<file path="config.mk">
export PLATFORM = sky130hd
export DESIGN_NAME = timer_sequencer
export DESIGN_NICKNAME = d
export VERILOG_FILES = /design/src/rtl/timer_sequencer_pkg.sv /design/src/rtl/press_repeat.sv /design/src/rtl/timer_sequencer.sv
export SDC_FILE = /design/constraint.sdc
export NUM_CORES = 1
export LEC_CHECK = 0
export ABC_AREA = 1
export BUFFER_PORTS_ARGS = -buffer_cell sky130_fd_sc_hd__clkbuf_2
export CAP_MARGIN = 10
export CORE_MARGIN = 5
export CORE_UTILIZATION = 25
export DETAILED_ROUTE_END_ITERATION = 6
export HOLD_SLACK_MARGIN = 0.06
export PLACE_DENSITY = 0.38
export REMOVE_ABC_BUFFERS = 1
export SETUP_SLACK_MARGIN = 0.2
export SLEW_MARGIN = 10
export SYNTH_ARGS = -nofsm -noshare
export SYNTH_HDL_FRONTEND = slang
export SYNTH_SLANG_ARGS = --single-unit
export TNS_END_PERCENT = 5
</file>
<file path="constraint.sdc">
create_clock -name MCLK -period 4.25 [get_ports MCLK]
set_input_delay 0.2125 -clock MCLK [delete_from_list [all_inputs] [get_ports MCLK]]
set_output_delay 0.2125 -clock MCLK [all_outputs]
set_load 0.02 [all_outputs]
</file>
<file path="src/rtl/timer_sequencer_pkg.sv">
// timer_sequencer_pkg: state encoding and button indices shared by the timer sequencer
package timer_sequencer_pkg;
    typedef enum logic [1:0] {
        ST_STOP  = 2'd0,
        ST_RUN   = 2'd1,
        ST_PAUSE = 2'd2,
        ST_ALARM = 2'd3
    } state_e;
    localparam int BTN_START = 0;
    localparam int BTN_CLR   = 1;
    localparam int BTN_SEC   = 2;
    localparam int BTN_MIN   = 3;
endpackage

</file>
<file path="src/rtl/press_repeat.sv">
// press_repeat: press edge detect plus hold timer producing auto-repeat pulses
module press_repeat #(
    parameter int REPEAT_DLY = 12587500,
    parameter int REPEAT_PER = 2517500
) (
    input  logic MCLK,
    input  logic RST,
    input  logic BTN_N,
    input  logic ENABLE,
    output logic PULSE
);
    localparam int W = $clog2(REPEAT_DLY > REPEAT_PER ? REPEAT_DLY : REPEAT_PER) + 1;
    logic         prs_q;
    logic         armed_q, armed_d;
    logic [W-1:0] tmr_q, tmr_d;
    logic         press, rep;
    // prs_q holds the pressed level; resetting it to pressed hides a button held through reset
    assign press = ~BTN_N & ~prs_q;
    assign PULSE = press | (rep & ENABLE);
    // hold timer: armed only by a real press, first repeat after REPEAT_DLY held cycles, then every REPEAT_PER
    always_comb begin
        tmr_d   = tmr_q;
        armed_d = armed_q;
        rep     = 1'b0;
        if (BTN_N) begin
            armed_d = 1'b0;
            tmr_d   = '0;
        end else if (press) begin
            armed_d = 1'b1;
            tmr_d   = W'(REPEAT_DLY - 1);
        end else if (armed_q) begin
            rep   = (tmr_q == '0);
            tmr_d = (tmr_q == '0) ? W'(REPEAT_PER - 1) : tmr_q - 1'b1;
        end
    end
    // history and timer registers
    always_ff @(posedge MCLK or posedge RST) begin
        if (RST) begin
            prs_q   <= 1'b1;
            armed_q <= 1'b0;
            tmr_q   <= '0;
        end else begin
            prs_q   <= ~BTN_N;
            armed_q <= armed_d;
            tmr_q   <= tmr_d;
        end
    end
endmodule

</file>
<file path="src/rtl/timer_sequencer.sv">
// timer_sequencer: STOP/RUN/PAUSE/ALARM control FSM driving the BCD countdown counter chain
module timer_sequencer
    import timer_sequencer_pkg::*;
#(
    parameter int REPEAT_DLY  = 12587500,
    parameter int REPEAT_PER  = 2517500,
    parameter int ALARM_TICKS = 10
) (
    input  logic       MCLK,
    input  logic       RST,
    input  logic [3:0] BTD_N,
    input  logic       TICK,
    input  logic [3:0] MIN_1,
    input  logic [3:0] MIN_0,
    input  logic [3:0] SEC_1,
    input  logic [3:0] SEC_0,
    output logic       INC_SEC,
    output logic       INC_MIN,
    output logic       DEC_SEC,
    output logic       CLR,
    output logic       RUNNING,
    output logic       ALARM,
    output logic       BLANK,
    output logic [1:0] STATE
);
    localparam int AW = $clog2(ALARM_TICKS + 1);
    state_e        state_q, state_d;
    logic [1:0]    prs_q;
    logic          tick_q;
    logic          inc_sec_q, inc_sec_d, inc_min_q, inc_min_d;
    logic          dec_sec_q, dec_sec_d, clr_q, clr_d;
    logic          blank_q, blank_d;
    logic [AW-1:0] acnt_q, acnt_d;
    logic          p0, p1, p2, p3, tick, set_en;
    logic          zero, one, full_sec, full_min;
    assign p0       = ~BTD_N[BTN_START] & ~prs_q[0];
    assign p1       = ~BTD_N[BTN_CLR] & ~prs_q[1];
    assign tick     = TICK & ~tick_q;
    assign set_en   = (state_q == ST_STOP) || (state_q == ST_PAUSE);
    assign zero     = {MIN_1, MIN_0, SEC_1, SEC_0} == 16'h0000;
    assign one      = {MIN_1, MIN_0, SEC_1, SEC_0} == 16'h0001;
    assign full_sec = {MIN_1, MIN_0, SEC_1, SEC_0} == 16'h9999;
    assign full_min = {MIN_1, MIN_0} == 8'h99;
    assign INC_SEC  = inc_sec_q;
    assign INC_MIN  = inc_min_q;
    assign DEC_SEC  = dec_sec_q;
    assign CLR      = clr_q;
    assign BLANK    = blank_q;
    assign STATE    = state_q;
    assign RUNNING  = state_q == ST_RUN;
    assign ALARM    = state_q == ST_ALARM;
    press_repeat #(.REPEAT_DLY(REPEAT_DLY), .REPEAT_PER(REPEAT_PER)) u_sec (
        .MCLK(MCLK), .RST(RST), .BTN_N(BTD_N[BTN_SEC]),
        .ENABLE(set_en & BTD_N[BTN_MIN]), .PULSE(p2)
    );
    press_repeat #(.REPEAT_DLY(REPEAT_DLY), .REPEAT_PER(REPEAT_PER)) u_min (
        .MCLK(MCLK), .RST(RST), .BTN_N(BTD_N[BTN_MIN]),
        .ENABLE(set_en), .PULSE(p3)
    );
    // next state and strobes; event priority BT1 > BT0 > tick > BT3 > BT2
    always_comb begin
        state_d   = state_q;
        inc_sec_d = 1'b0;
        inc_min_d = 1'b0;
        dec_sec_d = 1'b0;
        clr_d     = 1'b0;
        blank_d   = blank_q;
        acnt_d    = acnt_q;
        case (state_q)
            ST_STOP, ST_PAUSE: begin
                if (p1) begin
                    clr_d   = 1'b1;
                    state_d = ST_STOP;
                end else if (p0) state_d = zero ? ST_STOP : ST_RUN;
                else if (p3) inc_min_d = ~full_min;
                else if (p2) inc_sec_d = ~full_sec;
            end
            ST_RUN: begin
                if (p1) begin
                    clr_d   = 1'b1;
                    state_d = ST_STOP;
                end else if (p0) state_d = ST_PAUSE;
                else if (tick) begin
                    dec_sec_d = ~zero;
                    if (zero || one) begin
                        state_d = ST_ALARM;
                        blank_d = 1'b0;
                        acnt_d  = '0;
                    end
                end
            end
            ST_ALARM: begin
                if (p1 || p0) begin
                    state_d = ST_STOP;
                    blank_d = 1'b0;
                end else if (tick) begin
                    acnt_d  = acnt_q + 1'b1;
                    state_d = (acnt_q == AW'(ALARM_TICKS - 1)) ? ST_STOP : ST_ALARM;
                    blank_d = (acnt_q == AW'(ALARM_TICKS - 1)) ? 1'b0 : ~blank_q;
                end else if (p3 || p2) begin
                    state_d = ST_STOP;
                    blank_d = 1'b0;
                end
            end
        endcase
    end
    // state, history and registered outputs
    always_ff @(posedge MCLK or posedge RST) begin
        if (RST) begin
            state_q   <= ST_STOP;
            prs_q     <= 2'b11;
            tick_q    <= 1'b1;
            inc_sec_q <= 1'b0;
            inc_min_q <= 1'b0;
            dec_sec_q <= 1'b0;
            clr_q     <= 1'b0;
            blank_q   <= 1'b0;
            acnt_q    <= '0;
        end else begin
            state_q   <= state_d;
            prs_q     <= ~BTD_N[1:0];
            tick_q    <= TICK;
            inc_sec_q <= inc_sec_d;
            inc_min_q <= inc_min_d;
            dec_sec_q <= dec_sec_d;
            clr_q     <= clr_d;
            blank_q   <= blank_d;
            acnt_q    <= acnt_d;
        end
    end
endmodule

</file>
==> impl_metrics.toml, run 1 <==
[outcome]
outcome = "finished clean"

[setup_path]
max_stage_delay_ns = 0.56
cpMostUsedCell = "o21ai_0"
critPathSlowestCell = "dfstp_2"
arrival_ns = 2.11
crit_chain = "inv_2, nor2_4, nand2_1, inv_1, o21ai_0, o21ai_0"
cp-end-kind = "flop"
critPathKind = "reg2reg"
path_max_fanout = 11
worst_ep_required_time_ns = 4.51
crit_path_start_kind = "flop"

[timing]
max_freq_ghz = 0.541
finalHoldViolations = 0
setup_viol = 0
worst_pin_slew_ns = 0.903
whs_ns = 0.0548
finalMaxSlewViolations = 0
fin_crit_sh_pct = 43.5
maxSlewHeadroom_pct = 39.7
finalClockSkew_ns = 0.00681
min_period_ns = 1.85
tns_ns = 0
rsz0062_at_grt = "no"

[route]
drc = 0
wl_um = 12100
ant_nets = 0
drtIter0Drc = 228
via_per_inst = 4.51
wire_per_inst_um = 13.8
vias = 3942
first_pass_iters = 5

[yosys]
synth_cell_types = 38
syn_avg_cell_area_um2 = 7.33
syn_area_um2 = 4410
yosys_warnings = 0
syn_inst = 602
synth-seq-cells = 68
ys_seq_area_share_pct = 38.7

[power_and_ir_drop]
pwr_density_cell_nw_per_um2 = 458
power_mw = 2.36
leakagePower_nw = 2.60
vdd_drop_max_v = 0.000164

[cts]
cts_sinks = 68
worstSkewPairLatency_ns = 0.34
cts_buffers = 9
cts_root_buffer = "clkbuf_16"
post_cts_resized = 0
cts_tree = "built"
clockBufferDepth = 2
clk_pin_slew_worst_paths_ns = 0.06
htree_num_levels = 3

[cells_and_area]
synthToLayoutAreaGrowth_pct = 16.6
fin_area_um2 = 5140
nFillCells = 1888
layout-drive-gt1-share_pct = 17.1
n_antenna_cell = 0
final_cell_mix = "nand2_1, nor2_1, inv_1"
final_net_count = 674
final_common_cell = "nand2_1"

[global_routing]
grt_max_degree = 42
grt_usage_pct = 12.7
antenna_found_initial = 0
grt-ovfl-total = 0
first_global_vias = 4036
grt_pass1_wl_um = 20600

[floorplanning]
coreArea_um2 = 17300
die-width_um = 143
io-pin-count = 32
num_rows = 48
dieArea_um2 = 20400
die_h_um = 143
start_util_pct = 25.5

[job]
max_cap_violations = 0

[placement]
port_buffers = 31
detailed_place_hpwl_um = 9100
gp_congestion = 0.850
placedInstanceArea_um2 = 4830

[hold_path]
worstHoldPathType = "in2async"
-- what timing repair did --
action,4_1_cts,5_1_grt
endpoints found under the hold margin,3,0
hold buffers,3,0
setup buffers,0,0
-- kinds of logic after synthesis --
kind of cell / Yosys count / share of synthesized area [%]
AO/OA/AOI/OAI: 92 / 11.2
XOR/XNOR: 18 / 3.57
adder cells (fa/ha/maj): 6 / 1.70
buffers and inverters: 85 / 7.43
flip-flops: 68 / 38.7
multiplexers: 1 / 0.227
AND/OR/NAND/NOR: 332 / 37.2
-- where the power goes --
group / internal (mW) / switching [mW] / total [mW]
clock: 0.455 / 0.284 / 0.739
combinational: 0.268 / 0.534 / 0.802
sequential: 0.725 / 0.0892 / 0.815
total: 1.45 / 0.907 / 2.36
-- state kept, by name (all words and copies together), names as in the netlist --
name / cells
u_sec.tmr_q: 25
acnt_q: 4
BLANK: 1
u_sec.prs_q: 1
u_min.prs_q: 1
INC_MIN: 1
tick_q: 1
DEC_SEC: 1
u_min.armed_q: 1
u_min.tmr_q: 25
CLR: 1
STATE: 2
INC_SEC: 1
u_sec.armed_q: 1
prs_q: 2
-- critical path: cells and delay by family, from the launching register on --
kind / cells / cell delay (ns)
AO/OA/AOI/OAI: 2 / 0.25
buffers and inverters: 2 / 0.52
flip-flops: 1 / 0.56
AND/OR/NAND/NOR: 2 / 0.44
-- layer usage --
layer | vias up | part of all wire (%) | wire (um) | global-route usage [%]
li1 | 2030 | - | - | -
met1 | 1831 | 48 | 5840 | 16.9
met2 | 67 | 47 | 5660 | 20.5
met3 | 14 | 3.1 | 372 | 2.81
met4 | 0 | 1.6 | 187 | 4.00
met5 | - | 0 | 0 | 0
-- Yosys cell counts --
cell      number  area share (%)
a21oi_1       16             1.8
a31o_2         1            0.20
and2_1         1            0.14
and3_1         1            0.14
buf_2          1            0.11
buf_6          1            0.26
clkbuf_1       1           0.085
clkinv_1       1           0.085
dfrtp_1       63              36
dfstp_2        5             3.0
ha_1           6             1.7
inv_1         76             6.5
inv_2          5            0.43
mux2i_1        1            0.23
nand2_1      137              12
nand2_2       11             1.6
nand2_4        6             1.5
nand3_1       39             4.4
nand3_2        4            0.91
nand3_4        1            0.40
nand3b_1       1            0.17
nand4_1       10             1.4
nor2_1        79             6.7
nor2_2        13             1.8
nor2_4        16             4.1
nor2_8         1            0.45
nor3_1         6            0.68
nor3_2         2            0.45
nor4_1         2            0.28
o211ai_1       3            0.51
o21ai_0       41             4.7
o21ai_1       16             1.8
o21bai_1       1            0.17
o22ai_1       13             1.8
o31ai_1        1            0.17
or2_2          2            0.28
xnor2_1        3            0.60
xor2_1        15             3.0
-- stage by stage --
stage,std cells,util (%),setup slack (ns)
2_1_floorplan,599,-,2.33
3_3_place_gp,856,28.0,2.40
3_5_place_dp,856,28.0,2.38
4_1_cts,875,29.7,2.37
5_1_grt,875,29.7,2.19
6_report,875,29.7,2.40
-- path summary, 6_finish.rpt --
| kind | cells after the start | to | from | slack, ns |
|---|---|---|---|---|
| worst max-delay path | 6 | u_min.tmr_q[8] | u_min.prs_q | 2.40 |
| worst min-delay path | 2 | CLR | RST | 0.05 |
| worst max register to register | 6 | u_min.tmr_q[8] | u_min.prs_q | 2.40 |
| worst min register to register | 2 | BLANK | BLANK | 0.49 |
| max in group asynchronous | 3 | u_sec.prs_q | RST | 3.24 |
| min in group MCLK | 2 | u_sec.prs_q | BTD_N[2] | 0.10 |
-- layout make-up --
cell class                      count  area [um2]  share of cell area (%)
Clock inverter                      2        35.0                   0.681
Clock buffer                       14         244                    4.74
Timing Repair Buffer               35         193                    3.75
Inverter                           82         308                    5.98
Sequential cell                    68        1710                    33.2
Tap cell                          225         282                    5.47
Multi-Input combinational cell    449        2370                    46.2
Power figures use the tool's default switching activity.
==> run 2: changes to the inputs <==
Settings changed: ABC_AREA 1 to 0, PLACE_DENSITY 0.38 to 0.39.
Clock period 4.25 ns to 1.5 ns, I/O delays scaled along.
==> run 2 against run 1 <==
- the flow now finishes with violations (setup timing)
- critical path depth is 1 lower
- first-iteration DRC count up 3.5%
- clock power increased to 3.3 times the previous value
- design area rose by 23%
- global-route usage rose by 2.5 points
- non-clock buffer count rose by 169
- routed wire length up 11%
- sequential share of layout area down 6.1 points
- cell count is 2.9% lower
==> impl_metrics.toml, run 2 <==
[hold_path]
worstHoldPathType = "in2reg"
hp-start = "SEC_0[0]"
hold_path_depth = 4

[timing]
finalHoldViolations = 0
finalClockSkew_ns = 0.00438
setup_viol = 53
max_freq_ghz = 0.435
rsz0062_at_grt = "yes"
min_period_ns = 2.30
postLayoutSetupSlackWorst_ns = -0.797
fin_crit_sh_pct = 153
maxSlewHeadroom_pct = 69.9
finalMaxSlewViolations = 0
worst_pin_slew_ns = 0.451
tns_ns = -24.23
whs_ns = 0.137

[yosys]
syn_inst = 432
yosys_warnings = 0
synth_area_leaders = "dfrtp_1, a31oi_1, nor4_1"
syn_avg_cell_area_um2 = 9.03
yosysTopAreaCellShare_pct = 40.4
synth_top_cell_by_area = "dfrtp_1"
synth_cell_types = 55
ys_seq_area_share_pct = 43.8
synth_edf_count = 0
synth-seq-cells = 68
syn_area_um2 = 3900
async_reset_ff_share_pct = 100
ys_top_cells_by_count = "dfrtp_1, nand2_1, nor2_1"
synth_flop_cell = "dfrtp_1"
synth_most_common_cell = "dfrtp_1"

[setup_path]
arrival_ns = 2.56
crit_chain = "or4_4, or4_4, or4_4, or3_1, a31oi_1"
worst_ep_required_time_ns = 1.76
max_stage_delay_ns = 0.52
path_max_fanout = 3
cpMostUsedCell = "or4_4"
worstReg2RegStart = "u_sec.tmr_q[18]"
cp-end-kind = "flop"
critPathLaunch = "u_sec.tmr_q[18]"
critPathSlowestCell = "or4_4"
critPathKind = "reg2reg"
r2r_cells = 5
crit_path_start_kind = "flop"

[outcome]
outcome = "finished, violations left"
violations = "setup timing"

[global_routing]
first_global_vias = 4434
use_met1_pct = 19.5
grt_pass1_wl_um = 22100
antenna_found_initial = 0
grt_max_degree = 29
grtUsageMet3_pct = 2.98
use_met2_pct = 24.8
grt_usage_pct = 15.2
grt-ovfl-total = 0
busiest_layer = "met2"

[cells_and_area]
n_antenna_cell = 0
layout-drive-gt1-share_pct = 43.8
final_common_cell = "buf_4"
fin_cells = 850
final_net_count = 663
synthToLayoutAreaGrowth_pct = 61.8
nFillCells = 1512
fin_util_pct = 41.4
final_cell_mix = "buf_4, dfrtp_1, nand2_1, clkbuf_2, a31oi_1"
largestRegisters = "u_min.tmr_q (25), u_sec.tmr_q (25), acnt_q (4)"

[floorplanning]
start_util_pct = 25.6
coreArea_um2 = 15300
num_rows = 45
die_h_um = 135
die-width_um = 135
dieArea_um2 = 18200
io-pin-count = 32

[cts]
htree_num_levels = 3
cts_buffers = 9
worstSkewPairLatency_ns = 0.34
cts_root_buffer = "clkbuf_16"
clk_pin_slew_worst_paths_ns = 0.06
cts_tree = "built"
cts_sinks = 68
clockBufferDepth = 2

[power_and_ir_drop]
leakagePower_nw = 2.85
power_mw = 7.42
vdd_drop_max_v = 0.000641
pwr_density_cell_nw_per_um2 = 1180

[route]
wire_per_inst_um = 15.7
first_pass_iters = 4
drtIter0Drc = 236
via_per_inst = 4.98
vias = 4236
ant_nets = 0
wl_um = 13400
drc = 0

[placement]
detailed_place_hpwl_um = 9530
gp_congestion = 0.822
port_buffers = 31
place_inst = 819

[job]
max_cap_violations = 0
run 2: power by group:
part	internal, mW	switching [mW]	leakage [nW]
registers	2.06	0.178	0.880
logic	1.35	1.40	1.82
clock network	1.55	0.884	0.158
total	4.96	2.46	2.85
run 2: kinds of logic after synthesis:
logic type | after synthesis | synth area share (%)
buffers and inverters | 36 | 4.27
muxes | 4 | 1.15
and+or+nand+nor | 184 | 25.8
adders and majority gates | 6 | 1.92
AOI/OAI and AO/OA | 132 | 22.6
xor gates and xnor gates | 2 | 0.449
DFF | 68 | 43.8
run 2: worst max-delay path, delay by kind of cell (launching register included):
kind | cells | cell delay, ns
AND/OR/NAND/NOR | 4 | 1.70
flip-flops | 1 | 0.39
AO/OA/AOI/OAI | 1 | 0.13
run 2: metal layers:
layer,share of wire [%],vias up
li1,-,2070
met4,2.2,0
met3,2.9,28
met5,0,-
met2,48,88
met1,47,2050
run 2: final cells by class:
class	count	area (um2)	area share, %
Clock buffer	11	253	4.00
Clock inverter	5	83.8	1.33
Inverter	22	82.6	1.31
Multi-Input combinational cell	329	2350	37.2
Sequential cell	68	1710	27.1
Tap cell	211	264	4.18
Timing Repair Buffer	204	1570	24.9
run 2: path summary, 6_finish.rpt:
path	endpoint	slack (ns)
min in group asynchronous	u_sec.tmr_q[0]	0.27
setup reg to reg	u_sec.tmr_q[23]	-0.80
max in group asynchronous	u_min.prs_q	0.65
hold reg to reg	BLANK	0.49
hold / removal	DEC_SEC	0.14
setup / recovery	u_sec.tmr_q[23]	-0.80
run 2: repair_timing:
| item | 4_1_cts | 5_1_grt |
|---|---|---|
| setup buffers | 3 | 6 |
| resized for setup | 53 | 34 |
| cloned | 1 | 0 |
| endpoints found under the hold margin | 21 | 0 |
| hold buffers | 5 | 0 |
| pin swaps | 20 | 26 |
| setup endpoints to repair | 60 | 63 |
run 2: per-stage QoR:
stage               setup slack (ns)  instance area (um2)
CTS                           -0.802                 6130
detailed placement            -0.844                 5480
floorplan                      -1.23                 3820
finish                        -0.797                 6310
global placement              -0.774                 5480
global route                  -0.843                 6310
